`src/rtl/branch_resolve_unit.sv`:
```
// EX-stage conditional branch resolution: carries the IF prediction down to EX,
// compares it with the real outcome, requests redirect/flush and keeps perf counters.
module branch_resolve_unit (
    input  logic        clk,
    input  logic        rst_n,
    input  logic        stall,
    input  logic        if_pred_jump,
    input  logic [31:0] if_pred_pc,
    input  logic [4:0]  e_op,
    input  logic [2:0]  e_funct3,
    input  logic [31:0] e_rs1,
    input  logic [31:0] e_rs2,
    input  logic [31:0] e_pc,
    input  logic [31:0] e_imm,
    output logic        real_jump,
    output logic        redirect,
    output logic [31:0] redirect_pc,
    output logic        flush_de,
    output logic [31:0] branch_cnt,
    output logic [31:0] mispred_cnt
);

    localparam logic ST_NORMAL  = 1'b0;
    localparam logic ST_RECOVER = 1'b1;
    localparam logic [4:0] OP_BRANCH = 5'b11000;

    logic        state_q, state_d;
    logic [1:0]  rc_q, rc_d;
    logic        pred_d_q, pred_d_d;
    logic [31:0] pred_pc_d_q, pred_pc_d_d;
    logic        pred_e_q, pred_e_d;
    logic [31:0] pred_pc_e_q, pred_pc_e_d;
    logic [31:0] branch_cnt_q, branch_cnt_d;
    logic [31:0] mispred_cnt_q, mispred_cnt_d;

    logic        is_br;
    logic        taken;
    logic        normal;
    logic        mispredict;
    logic [31:0] target;

    always_comb begin
        case (e_funct3)
            3'b000:  taken = (e_rs1 == e_rs2);
            3'b001:  taken = (e_rs1 != e_rs2);
            3'b100:  taken = ($signed(e_rs1) <  $signed(e_rs2));
            3'b101:  taken = ($signed(e_rs1) >= $signed(e_rs2));
            3'b110:  taken = (e_rs1 <  e_rs2);
            3'b111:  taken = (e_rs1 >= e_rs2);
            default: taken = 1'b0;
        endcase
    end

    assign is_br      = (e_op == OP_BRANCH);
    assign normal     = (state_q == ST_NORMAL);
    assign target     = (e_pc + e_imm) & ~32'd1;
    assign mispredict = (taken & ~pred_e_q) | (~taken & pred_e_q)
                      | (taken & pred_e_q & (pred_pc_e_q != target));

    // redirect is held low while reset is asserted so no flush escapes during reset
    assign real_jump   = is_br & taken & normal;
    assign redirect    = is_br & mispredict & ~stall & normal & rst_n;
    assign redirect_pc = taken ? target : (e_pc + 32'd4);
    assign flush_de    = redirect;
    assign branch_cnt  = branch_cnt_q;
    assign mispred_cnt = mispred_cnt_q;

    always_comb begin
        state_d       = state_q;
        rc_d          = rc_q;
        pred_d_d      = pred_d_q;
        pred_pc_d_d   = pred_pc_d_q;
        pred_e_d      = pred_e_q;
        pred_pc_e_d   = pred_pc_e_q;
        branch_cnt_d  = branch_cnt_q;
        mispred_cnt_d = mispred_cnt_q;

        if (!stall) begin
            if (redirect) begin
                pred_d_d    = 1'b0;
                pred_pc_d_d = '0;
                pred_e_d    = 1'b0;
                pred_pc_e_d = '0;
            end else begin
                pred_d_d    = if_pred_jump;
                pred_pc_d_d = if_pred_pc;
                pred_e_d    = pred_d_q;
                pred_pc_e_d = pred_pc_d_q;
            end

            if (is_br && normal && (branch_cnt_q != '1))
                branch_cnt_d = branch_cnt_q + 32'd1;
            if (redirect && (mispred_cnt_q != '1))
                mispred_cnt_d = mispred_cnt_q + 32'd1;

            if (state_q == ST_NORMAL) begin
                if (redirect) begin
                    state_d = ST_RECOVER;
                    rc_d    = 2'd2;
                end
            end else begin
                rc_d = rc_q - 2'd1;
                if (rc_q == 2'd1)
                    state_d = ST_NORMAL;
            end
        end
    end

    always_ff @(posedge clk or negedge rst_n) begin
        if (!rst_n) begin
            state_q       <= ST_NORMAL;
            rc_q          <= '0;
            pred_d_q      <= 1'b0;
            pred_pc_d_q   <= '0;
            pred_e_q      <= 1'b0;
            pred_pc_e_q   <= '0;
            branch_cnt_q  <= '0;
            mispred_cnt_q <= '0;
        end else begin
            state_q       <= state_d;
            rc_q          <= rc_d;
            pred_d_q      <= pred_d_d;
            pred_pc_d_q   <= pred_pc_d_d;
            pred_e_q      <= pred_e_d;
            pred_pc_e_q   <= pred_pc_e_d;
            branch_cnt_q  <= branch_cnt_d;
            mispred_cnt_q <= mispred_cnt_d;
        end
    end

endmodule
```
`config.mk`:
```
export PLATFORM = sky130hd
export DESIGN_NAME = branch_resolve_unit
export DESIGN_NICKNAME = d
export VERILOG_FILES = /design/src/rtl/branch_resolve_unit.sv
export SDC_FILE = /design/constraint.sdc
export NUM_CORES = 1
export LEC_CHECK = 0
export ABC_AREA = 1
export CORE_AREA = 3 3 188 144
export DETAILED_ROUTE_END_ITERATION = 10
export DIE_AREA = 0 0 191 147
export PLACE_DENSITY = 0.85
export SLEW_MARGIN = 25
export SYNTH_ARGS = -nofsm -noshare
export SYNTH_HDL_FRONTEND = slang
export SYNTH_SLANG_ARGS = --single-unit
```
`constraint.sdc`:
```
create_clock -name clk -period 4.1 [get_ports clk]
set_input_delay 0.82 -clock clk [delete_from_list [all_inputs] [get_ports clk]]
set_output_delay 0.82 -clock clk [all_outputs]
set_load 0.01 [all_outputs]
```
==> impl_results.md <==
- Fmax: 236 MHz
- Most common cell after layout, fill and taps aside: nand2_1
- Final setup margin: -0.131 ns
- DRT Pass-1 Iters: 7
- Dpl hpwl: 32500 µm
- Clock latency on the worst-skew pair: 0.42 ns
- Cell row count: 50
- Post-route cell area: 18400 µm²
- Setup Skew: between 0.009 and 0.01 ns
- Final WL: 48000 µm
- Antenna diode count: 0
- CP arrival: between 3 and 4 ns
- First-pass GRT wire length: 72000 µm
- Worst path max stage delay: 0.34 ns
- Drt wl/cell: 17.9 µm
- Post-DR vias/cell: 5.51
- Die width: about 190 µm
- Fin cells: 2688
- Status: finished, violations left
- Longest Clk Path Bufs: 2
- Gr ovfl total: 0
- # port buffers: 270
- All-Layer GR Usage: 31.8%
- Startpoint types: primary input
- HP Class: reg2reg
- Initial core utilization: 47.4%
- Synth Area in Compound Gates: 2.32%
- # nets final: 2577
- Clock transition at path regs: 0.06 ns
- CP max-delay cell: o211ai_1
- Largest net degree at the start of global routing: 80
- Hold_buf cts: 0
- I/O pin count: 271
- Setup-failing EPs final: 8
- Post-Synth XOR/XNOR Area: under 10%
- Initial antenna violation count: 4
- Slew Viols, Final: 0
- Routed vias: 14798
- Max-Cap Viols: 0
- Post-Synth Simple-Gate Area: 44.1%
- Syn Inst Count: 1862
- Main combinational cell family by area after synthesis: simple AND/OR/NAND/NOR gates
- Static Leak: about 9.7 nW
- H-tree depth: 4
- Crit path time final: 4.23 ns
- Drt drc: 0
- Core area: 25100 µm²
- Num CTS Buffers: 17
- DRT iter0 DRCs: about 1300
- Fin util: 73.3%
- Cells along the critical path: dlygate4sd2_1 -> inv_1 -> ha_4 -> nand3_4 -> o211ai_1 -> nand2_2 -> nand2_2 -> buf_6 -> nand2_2 -> nand3b_1 -> nand3_1 -> nand4_1 -> buf_6 -> nand2_8 -> buf_6 -> ha_4 -> inv_2 -> nand2_4 -> nand2_8 -> inv_4 -> buf_6
- Yosys warnings: 0
- Syn nets: 2102
- Area post-placement: 16300 µm²
- Pwr dens: 273 nW/µm²
- Critical Path RT: 3.28 ns
- Max FO, Critical Path: 4
- Least-Margin Pin Slew: 0.799 ns
- VDD IR max: around 260 µV
- Fin. Hold Viols: 0
- TritonCTS Sinks: 133
- Share of layout cells above drive strength 1: 27.7%
- CP Capture Type: output port
- Yosys cell types: 44
- Synth Register Bits: around 130
- Slew headroom: roughly 47%
- Die Area: approximately 28000 µm²
- CTS tree: built
- Period utilization: 103%
- Synth-to-layout area growth: 54.4%
- Post-Syn Area: 11900 µm²
- Final GP Congestion: 0.956
- Mean Syn Cell Area: approximately 6.4 µm²
- Critical setup path kind: in2out
- Vias in the first global route: 14233
- Die Ht: 147 µm
- Violated checks: setup timing
- Antenna Nets Post-Route: 0
- Post-synthesis mux area share: 0%
- Crit-path most repeated cell: buf_6
- Min Hold Slack: 0.477 ns
- Root Buffer: clkbuf_16
- Unrepaired setup endpoints after global routing: yes
- Synth Area in Adders: 7.21%
- Commonest non-fill, non-tap cells in the layout: 636 x nand2_1, 239 x inv_1, 218 x buf_4, 185 x nand3_1, 133 x dfrtp_1
- Placed Instances: 2617
- Sequential cell area fraction in the yosys report: 28.0%
[worst paths after layout]
check / cells past startpoint / end / startpoint / slack [ns]
worst max register to register: 17 / rc_q[1]$_DFFE_PN0P_ / pred_pc_e_q[8]$_DFFE_PN0N_ / 1.21
max in group asynchronous: 3 / pred_pc_e_q[24]$_DFFE_PN0N_ / rst_n / 2.40
worst max-delay path: 21 / flush_de / e_rs2[4] / -0.13
min in group asynchronous: 2 / branch_cnt[25]$_DFFE_PN0P_ / rst_n / 0.53
worst min register to register: 2 / pred_pc_d_q[12]$_DFFE_PN0N_ / pred_pc_d_q[12]$_DFFE_PN0N_ / 0.48
worst min-delay path: 2 / pred_pc_d_q[12]$_DFFE_PN0N_ / pred_pc_d_q[12]$_DFFE_PN0N_ / 0.48
[layout make-up]
class                   instances  area, µm²
well taps                     338        423
inverters                     279       1080
fillers                      1838       6710
multi-input cells            1405       8750
clock inverters                15        193
clock buffers                  17        425
repair buffers                501       4180
flip-flops and latches        133       3330
[synth_stat cells, drive strengths merged]
cell	n	share of area (%)
a31oi	1	0.053
o21a	1	0.063
nand2	710	23
inv	278	8.8
ha	67	7.0
xnor3	3	0.57
fa	1	0.17
nor3	31	1.4
o211ai	1	0.063
nor4	16	0.95
nand3	227	10
and2	2	0.11
xnor2	22	1.6
a21oi	36	1.5
nor3b	4	0.29
o21bai	2	0.13
o22ai	1	0.053
dfrtp	133	28
xor2	73	5.4
o21ai	7	0.29
a21o	2	0.13
buf	22	1.4
clkbuf	23	0.73
or2	5	0.26
clkinv	1	0.032
nand3b	7	0.44
and3b	2	0.15
nor2	122	4.0
and3	1	0.053
nand4	61	3.2
[cell families after synthesis]
group / count (synthesis)
AO/OA/AOI/OAI: 51
XOR/XNOR: 98
adder cells (fa/ha/maj): 68
buffers and inverters: 324
flip-flops: 133
AND/OR/NAND/NOR: 1188
[worst max-delay path: cells and delay by family]
kind                       cells  cell delay (ns)
adders and majority gates      2             0.53
and+or+nand+nor               10             0.87
AOI/OAI and AO/OA              1             0.34
buffers and inverters          8             0.83
[flip-flops by register name (all words and copies together), names as in the netlist]
| name | flops |
|---|---|
| branch_cnt | 32 |
| mispred_cnt | 32 |
| pred_pc_d_q | 32 |
| pred_pc_e_q | 32 |
| rc_q | 2 |
| pred_d_q | 1 |
| pred_e_q | 1 |
| state_q | 1 |
[where the power goes]
group	internal (mW)	total [mW]	switching [mW]
sequential	1.41	1.50	0.0916
clock	0.972	1.60	0.629
combinational	0.867	1.92	1.05
total	3.24	5.01	1.77
[routing by layer]
| metal | part of all wire (%) | track usage, % | up-vias |
|---|---|---|---|
| li1 | - | - | 6837 |
| met1 | 42 | 43.7 | 6874 |
| met2 | 44 | 49.7 | 872 |
| met3 | 10 | 6.73 | 207 |
| met4 | 3.9 | 11.1 | 8 |
| met5 | 0.10 | 0 | - |
[repair_timing]
item | CTS | global route
setup buffers | 31 | 8
gates cloned | 2 | 0
pin swaps | 118 | 90
gates resized for setup | 498 | 189
setup endpoints to repair | 104 | 35
[through the flow]
stage	setup WS [ns]	power (mW)	TNS (ns)
CTS	0.00000888	4.88	0
global route	-0.244	5.24	-2.74
detailed placement	-0.952	3.12	-77.87
floorplan	-0.108	2.30	-0.125
finish	-0.131	5.01	-0.304
global placement	-0.845	3.07	-62.82
No activity file was read; power rests on OpenSTA's default activity.
